## src/rtl/uart_receiver.sv

```systemverilog
// UART receive stage: 8N1-style framing, MSB-first data, oversampled line.
// Validates start and stop bits and hands each word to the host through a
// valid/ack handshake, flagging framing errors and overruns as one-cycle pulses.
module uart_receiver #(
   parameter int unsigned CLOCK_FREQ = 50_000_000,
   parameter int unsigned BAUD_RATE  = 115_200,
   parameter int unsigned WORD_SIZE  = 8,
   parameter int unsigned OVERSAMPLE = 16
) (
   input  logic                 clk,
   input  logic                 rst,
   input  logic                 rx,
   input  logic                 rx_ack,
   output logic [WORD_SIZE-1:0] rx_data,
   output logic                 rx_valid,
   output logic                 frame_err,
   output logic                 overrun,
   output logic                 busy
);

   localparam int unsigned TICK_LIMIT = CLOCK_FREQ / (BAUD_RATE * OVERSAMPLE);
   localparam int unsigned SW         = $clog2(OVERSAMPLE);
   localparam int unsigned BW         = $clog2(WORD_SIZE) + 1;

   localparam logic [15:0]   TICK_LAST = 16'(TICK_LIMIT - 1);
   localparam logic [SW-1:0] SAMP_MID  = SW'(OVERSAMPLE / 2 - 1);
   localparam logic [SW-1:0] SAMP_LAST = SW'(OVERSAMPLE - 1);
   localparam logic [SW-1:0] SAMP_ONE  = SW'(1);
   localparam logic [BW-1:0] BIT_LAST  = BW'(WORD_SIZE - 1);
   localparam logic [BW-1:0] BIT_ONE   = BW'(1);

   typedef enum logic [2:0] {StIdle, StStart, StData, StStop, StBreak} state_e;

   state_e                 state;
   logic                   rx_meta;
   logic                   rx_s;
   logic [15:0]            tick_cnt;
   logic                   tick;
   logic [SW-1:0]          samp_cnt;
   logic [BW-1:0]          bit_cnt;
   logic [WORD_SIZE-1:0]   shreg;
   logic                   deliver;

   // Two-flop synchronizer for the asynchronous line; idles high.
   always_ff @(posedge clk) begin
      if (rst) begin
         rx_meta <= 1'b1;
         rx_s    <= 1'b1;
      end else begin
         rx_meta <= rx;
         rx_s    <= rx_meta;
      end
   end

   // Oversample tick divider; parked at zero while idle so sampling phase follows the start edge.
   always_ff @(posedge clk) begin
      if (rst || state == StIdle || state == StBreak || tick) begin
         tick_cnt <= '0;
      end else begin
         tick_cnt <= tick_cnt + 16'd1;
      end
   end

   assign tick = (tick_cnt == TICK_LAST);
   assign busy = (state != StIdle);

   // Frame state machine plus the host-side delivery and handshake registers.
   always_ff @(posedge clk) begin
      if (rst) begin
         state     <= StIdle;
         samp_cnt  <= '0;
         bit_cnt   <= '0;
         shreg     <= '0;
         deliver   <= 1'b0;
         rx_data   <= '0;
         rx_valid  <= 1'b0;
         frame_err <= 1'b0;
         overrun   <= 1'b0;
      end else begin
         frame_err <= 1'b0;
         overrun   <= 1'b0;
         deliver   <= 1'b0;

         // A delivery takes precedence over a plain ack; an ack in the same cycle frees the slot.
         if (deliver) begin
            if (!rx_valid) begin
               rx_data  <= shreg;
               rx_valid <= 1'b1;
            end else if (rx_ack) begin
               rx_data  <= shreg;
            end else begin
               overrun  <= 1'b1;
            end
         end else if (rx_valid && rx_ack) begin
            rx_valid <= 1'b0;
         end

         case (state)
            StIdle: begin
               if (!rx_s) begin
                  state    <= StStart;
                  samp_cnt <= '0;
               end
            end
            StStart: begin
               if (tick) begin
                  if (samp_cnt == SAMP_MID) begin
                     samp_cnt <= '0;
                     if (!rx_s) begin
                        state   <= StData;
                        bit_cnt <= '0;
                     end else begin
                        state   <= StIdle;
                     end
                  end else begin
                     samp_cnt <= samp_cnt + SAMP_ONE;
                  end
               end
            end
            StData: begin
               if (tick) begin
                  if (samp_cnt == SAMP_LAST) begin
                     samp_cnt <= '0;
                     shreg    <= {shreg[WORD_SIZE-2:0], rx_s};
                     if (bit_cnt == BIT_LAST) begin
                        state <= StStop;
                     end else begin
                        bit_cnt <= bit_cnt + BIT_ONE;
                     end
                  end else begin
                     samp_cnt <= samp_cnt + SAMP_ONE;
                  end
               end
            end
            StStop: begin
               if (tick) begin
                  if (samp_cnt == SAMP_LAST) begin
                     samp_cnt <= '0;
                     // Returning to idle at mid stop bit lets a back-to-back start bit be caught.
                     if (rx_s) begin
                        deliver   <= 1'b1;
                        state     <= StIdle;
                     end else begin
                        frame_err <= 1'b1;
                        state     <= StBreak;
                     end
                  end else begin
                     samp_cnt <= samp_cnt + SAMP_ONE;
                  end
               end
            end
            StBreak: begin
               if (rx_s) begin
                  state <= StIdle;
               end
            end
            default: begin
               state    <= StIdle;
               samp_cnt <= '0;
            end
         endcase
      end
   end

endmodule

```

## config.mk

```make
export PLATFORM = sky130hd
export DESIGN_NAME = uart_receiver
export DESIGN_NICKNAME = d
export VERILOG_FILES = /design/src/rtl/uart_receiver.sv
export SDC_FILE = /design/constraint.sdc
export NUM_CORES = 1
export LEC_CHECK = 0
export ABC_AREA = 1
export CORE_UTILIZATION = 55
export CTS_CLUSTER_DIAMETER = 100
export DETAILED_ROUTE_END_ITERATION = 6
export GPL_ROUTABILITY_DRIVEN = 0
export HOLD_SLACK_MARGIN = 0.06
export PLACE_DENSITY = 0.84
export SYNTH_ARGS = -nofsm -noshare
export SYNTH_HDL_FRONTEND = slang
export SYNTH_SLANG_ARGS = --single-unit
```

## constraint.sdc

```tcl
create_clock -name clk -period 2.94 [get_ports clk]
set_input_delay 0.441 -clock clk [delete_from_list [all_inputs] [get_ports clk]]
set_output_delay 0.441 -clock clk [all_outputs]
set_load 0.01 [all_outputs]
```

### Word level (Yosys, flattened, before mapping)

Index checks and enable logic that the tools add are counted.

| word-level totals | value |
|---|---|
| register bits after elaboration | 49 |
| latch bits | 0 |
| bits in writable memories | 0 |
| bits in read-only memories | 0 |
| input port bits | 4 |
| logic and storage cells | 89 |
| memories | 0 |

| cells by class | value |
|---|---|
| add/sub/neg operators | 3 |
| multiply operators | 0 |
| divide/modulo/power cells | 0 |
| order comparisons | 0 |
| equal/unequal tests | 21 |
| shifts and indexed selects | 0 |
| mux-type cells | 31 |
| bitwise logic cells | 6 |
| reductions and logical operators | 16 |

Operators with widths:

| cell | number |
|---|---|
| 4-bit two-way mux | 10 |
| 3-bit two-way mux | 10 |
| 2-bit != test, second input constant | 12 |
| 16-bit by 1-bit adder with 16-bit output, second input constant | 1 |
| 16-bit by 5-bit == test with 1-bit output, second input constant | 1 |
| 8-bit two-way mux | 2 |
| 4-bit one-hot mux with 4 select lines | 1 |
| 3-bit one-hot mux with 5 select lines | 1 |
| 9-bit AND reduction | 1 |
| 4-bit by 1-bit adder with 4-bit output, second input constant | 2 |
| 4-bit by 3-bit == test with 1-bit output, second input constant | 2 |
| 4-bit one-hot mux with 2 select lines | 1 |
| 7-bit AND reduction | 1 |
| 3-bit by 2-bit == test with 1-bit output, second input constant | 2 |
| 1-bit inverter | 6 |
| 1-bit two-way mux | 5 |
| 4-bit == test, second input constant | 1 |
| 4-bit AND reduction | 1 |
| 2-bit nonzero test | 2 |
| 4-bit OR reduction | 1 |
| 3-bit by 1-bit == test with 1-bit output, second input constant | 1 |
| 3-bit == test, second input constant | 1 |
| 3-bit logical NOT | 1 |
| 1-bit logical OR | 3 |
| other kinds (8) | 8 |

### Depth between registers and ports, before layout

| depth | value |
|---|---|
| depth in word-level cells | 5 |
| mapped depth | 11 |
| depth with buffers taken out | 11 |

### Least setup slack after synthesis

Ideal clock, no wire load.

| path | value |
|---|---|
| kind | register -> register |
| start point | reg tick_cnt[0] |
| end point | reg tick_cnt[14] |
| arrival | 1.296 ns |
| required time | 2.823 ns |
| setup slack | 1.527 ns |
| cell stages (with the launch flop) | 10 |
| path through | dfxtp_1 -> ha_1 -> nand2_1 -> inv_1 -> nand2_1 -> nor2_1 -> nand2_1 -> nor3_1 -> xor2_1 -> nor2_1 |

| between the ends | value |
|---|---|
| word-level cells in the longest chain between the ends | 2 |
| elaborated cells between the ends (all ways) | 3 |
| those cells by class | add/sub (1); eq/ne (1); reduce/logical (1) |

Ends and longest elaborated chain:

| what | RTL line | text |
|---|---|---|
| start: declaration | 37 | `logic [15:0] tick_cnt;` |
| start signal: assignment | 60 | `tick_cnt <= tick_cnt + 16'd1;` |
| parallel branches: the longest is 2 deep, another holds 16-bit by 1-bit adder with 16-bit output | n/a |  |

Several ways; the timed one is not identified.
A chain may end at the register's enable or synchronous reset.

### Final worst setup path

| path | value |
|---|---|
| start point | reg state[0] |
| end point | out busy |

| between the ends | value |
|---|---|
| word-level cells in the longest chain between the ends | 1 |

Ends and longest elaborated chain:

| what | RTL line | text |
|---|---|---|
| start: declaration | 34 | `state_e state;` |
| start signal: assignment | 70 | `state <= StIdle;` |
| start signal: assignment | 101 | `state <= StStart;` |
| start signal: assignment | 110 | `state <= StData;` |
| 3-bit nonzero test | 65 | `assign busy = (state != StIdle);` |
| end: declaration | 18 | `output logic busy` |

No other way between the ends.

==> out/qor.txt <==
Status -> finished clean
Ratio of cells with drive above 1 in the final layout -> 0.120
Drt first pass iters -> 4
Critical Path RT -> 2500 ps
Critical path class -> reg2out
Clk buf depth -> 2
Switching Power -> 0.650 mW
Top-count cell post-synth -> nor2_1
Critical path startpoint -> state[0]
CTS clk-pin slew, worst paths -> 100 ps
CTS root buf -> clkbuf_8
Syn Std Cell Area -> 2280 sq um
Die area -> 4400 sq um
Max rail drop VDD -> 0.360 mV
Post-synth EDFFs -> 0
Worst reg2reg path depth -> 9
Hold-fix buffers, CTS -> 0
Top post-synthesis cells by count -> nor2_1, nand2_1, dfxtp_1, inv_1, a21oi_1
Clock latency on the worst-skew pair -> 310 ps
Initial DRC Count -> 73
Slew headroom -> 0.751
Register area -> 981 sq um
Flop2flop setup slack -> 1290 ps
Total I/O pin count -> 16
Global Route Usage Sum -> 0.228
Die Height -> 66.3 um
IO buf count -> 15
Net count, final -> 339
Fin crit period -> 1920 ps
Final Hold Fails -> 0
Final TNS setup -> 0 ps
Post-synth cell types -> 33
First-pass GRT wire length -> 7.64 mm
Sw frac -> 0.376
RR Endpoint -> tick_cnt[14]
Cell at the slowest stage of the critical path -> clkdlybuf4s50_1
Core ar. -> 4000 sq um
Gr ovfl total -> 0
Worst hold path type -> reg2reg
Synth top area share -> 0.431
Area grow syn2layout -> 13.2%
Setup Buffers After CTS -> 0
Final Skew -> 8.18 ps
Remaining routing DRC violations -> 0
DRT Wirelength -> 4.35 mm
Critical Path End Type -> primary output
Synth Net Count -> 319
Area of the multi-input gates -> 1160 sq um
Synth top area cells -> dfxtp_1, nor2_1, nand2_1, inv_1, a21oi_1
Seq/Total Area, Yosys -> 0.431
Maxcap violations -> 0
Vias per cell -> 5.18
Crit Path Max Fanout -> 4
CP arrival -> 1480 ps
Routed vias -> 1980
FFs w/ async S/R, synth -> 0
Inserted Clock Buffers -> 5
Slew Viols, Final -> 0
Starting Density -> 0.569
Drt wl/cell -> 11.4 um
RSZ-0062 raised after global routing -> false
Cell Chain, Critical Path -> nor2_4 > nand2_1 > clkdlybuf4s50_1
Initial antenna violation count -> 0
Ant. Diodes -> 0
Number of cell rows -> 23
H-tree levels -> 2
P_leak -> 1.08 nW
Seq cells post-synth -> 49
Dpl hpwl -> 3.15 mm
Startpoint Class -> register
Int Power -> 1.08 mW
Die width -> 66.3 um
Vias in the first global route -> 1793
P per Cell Area -> 670 nW/um^2
Final Hold Slack -> 418 ps
DRT antenna net count -> 0
Fmax -> 0.520 GHz
Clock net sink count -> 49
Sequential share of power -> 0.438
Dominant cell type by area after synthesis -> dfxtp_1
Post-CTS resize count -> 0
CTS tree -> built
Final Setup Violations -> 0
Synthesized area per cell -> 7.32 sq um
Worst-Margin Slew -> 370 ps
Yosys warning count -> 0
Max incr delay on CP -> 540 ps
Final period utilization -> 0.654
Post-synth top flop -> dfxtp_1
Post-Syn Instances -> 311
Clk pwr share -> 0.239
Critical R2R Launch -> tick_cnt[0]
Pin count of the biggest net entering global routing -> 26
Crit path to -> busy
Fillers -> 341
Comb power frac -> 0.324
placed cells by master (no fill, tap or decap), types with 4 or more instances in the layout:
cell type,n
nor2_1,72
nand2_1,51
dfxtp_1,49
inv_1,25
a21oi_1,18
clkdlybuf4s50_1,15
nand3_1,12
o21ai_0,11
o21ai_1,10
nand2_2,6
nor3_1,6
inv_2,5
clkbuf_8,5
ha_1,4
worst min-delay path by stage:
stage,from,end,slack (ps),cells past startpoint
2_1_floorplan,rx_meta,rx_s,390,1
3_3_place_gp,rx_meta,rx_s,390,1
3_5_place_dp,rx_meta,rx_s,390,1
4_1_cts,rx_meta,rx_s,410,1
5_1_grt,rx_meta,rx_s,430,1
6_report,rx_meta,rx_s,420,1
area by class of cell:
cell class / instances / area share
clock inverters: 3 / 0.00971
inverters: 32 / 0.0471
well taps: 50 / 0.0243
repair buffers: 16 / 0.0612
clock buffers: 5 / 0.0267
multi-input cells: 227 / 0.450
flip-flops and latches: 49 / 0.381
cells by family (layout without fill, tap and decap cells):
group	after synthesis	after routing	synth area share
xor gates and xnor gates	5	5	0.0192
AOI/OAI and AO/OA	44	44	0.107
adders and majority gates	4	4	0.0220
and+or+nand+nor	174	174	0.362
DFF	49	49	0.431
buffers and inverters	35	56	0.0594
state kept, by name, indices dropped and copies added (netlist names):
register	flops
rx_meta	1
bit_cnt	4
overrun	1
frame_err	1
rx_s	1
shreg	8
rx_valid	1
state	3
tick_cnt	16
deliver	1
samp_cnt	4
rx_data	8
per-layer routing:
layer / track usage / wire [um] / vias up
met3: 0.0552 / 178 / 14
met2: 0.380 / 2110 / 43
li1: - / - / 1039
met5: 0 / 0 / -
met4: 0.120 / 109 / 0
met1: 0.270 / 1950 / 884
metrics by stage:
step / std cells / setup slack, ps / util / instance area [sq um] / total power [mW]
3_3_place_gp: 374 / 1130 / 0.621 / 2480 / 1.31
2_1_floorplan: 311 / 1530 / - / 2280 / 1.21
4_1_cts: 382 / 1000 / 0.644 / 2580 / 1.75
5_1_grt: 382 / 930 / 0.644 / 2580 / 1.86
3_5_place_dp: 374 / 1060 / 0.621 / 2480 / 1.33
6_report: 382 / 1020 / 0.644 / 2580 / 1.73
critical path, delay by kind of cell (launching register included):
kind / cells / cell delay, ps
buffers and inverters: 1 / 540
and+or+nand+nor: 2 / 170
DFF: 1 / 460
power by group through the flow:
stage / registers [mW] / logic [mW] / clock network (mW)
after floorplan: 0.762 / 0.450 / 0
after global placement: 0.769 / 0.538 / 0
after detailed placement: 0.771 / 0.557 / 0
after CTS: 0.756 / 0.560 / 0.432
after global routing: 0.764 / 0.642 / 0.456
final: 0.756 / 0.559 / 0.412
No activity file was read; power rests on OpenSTA's default activity.
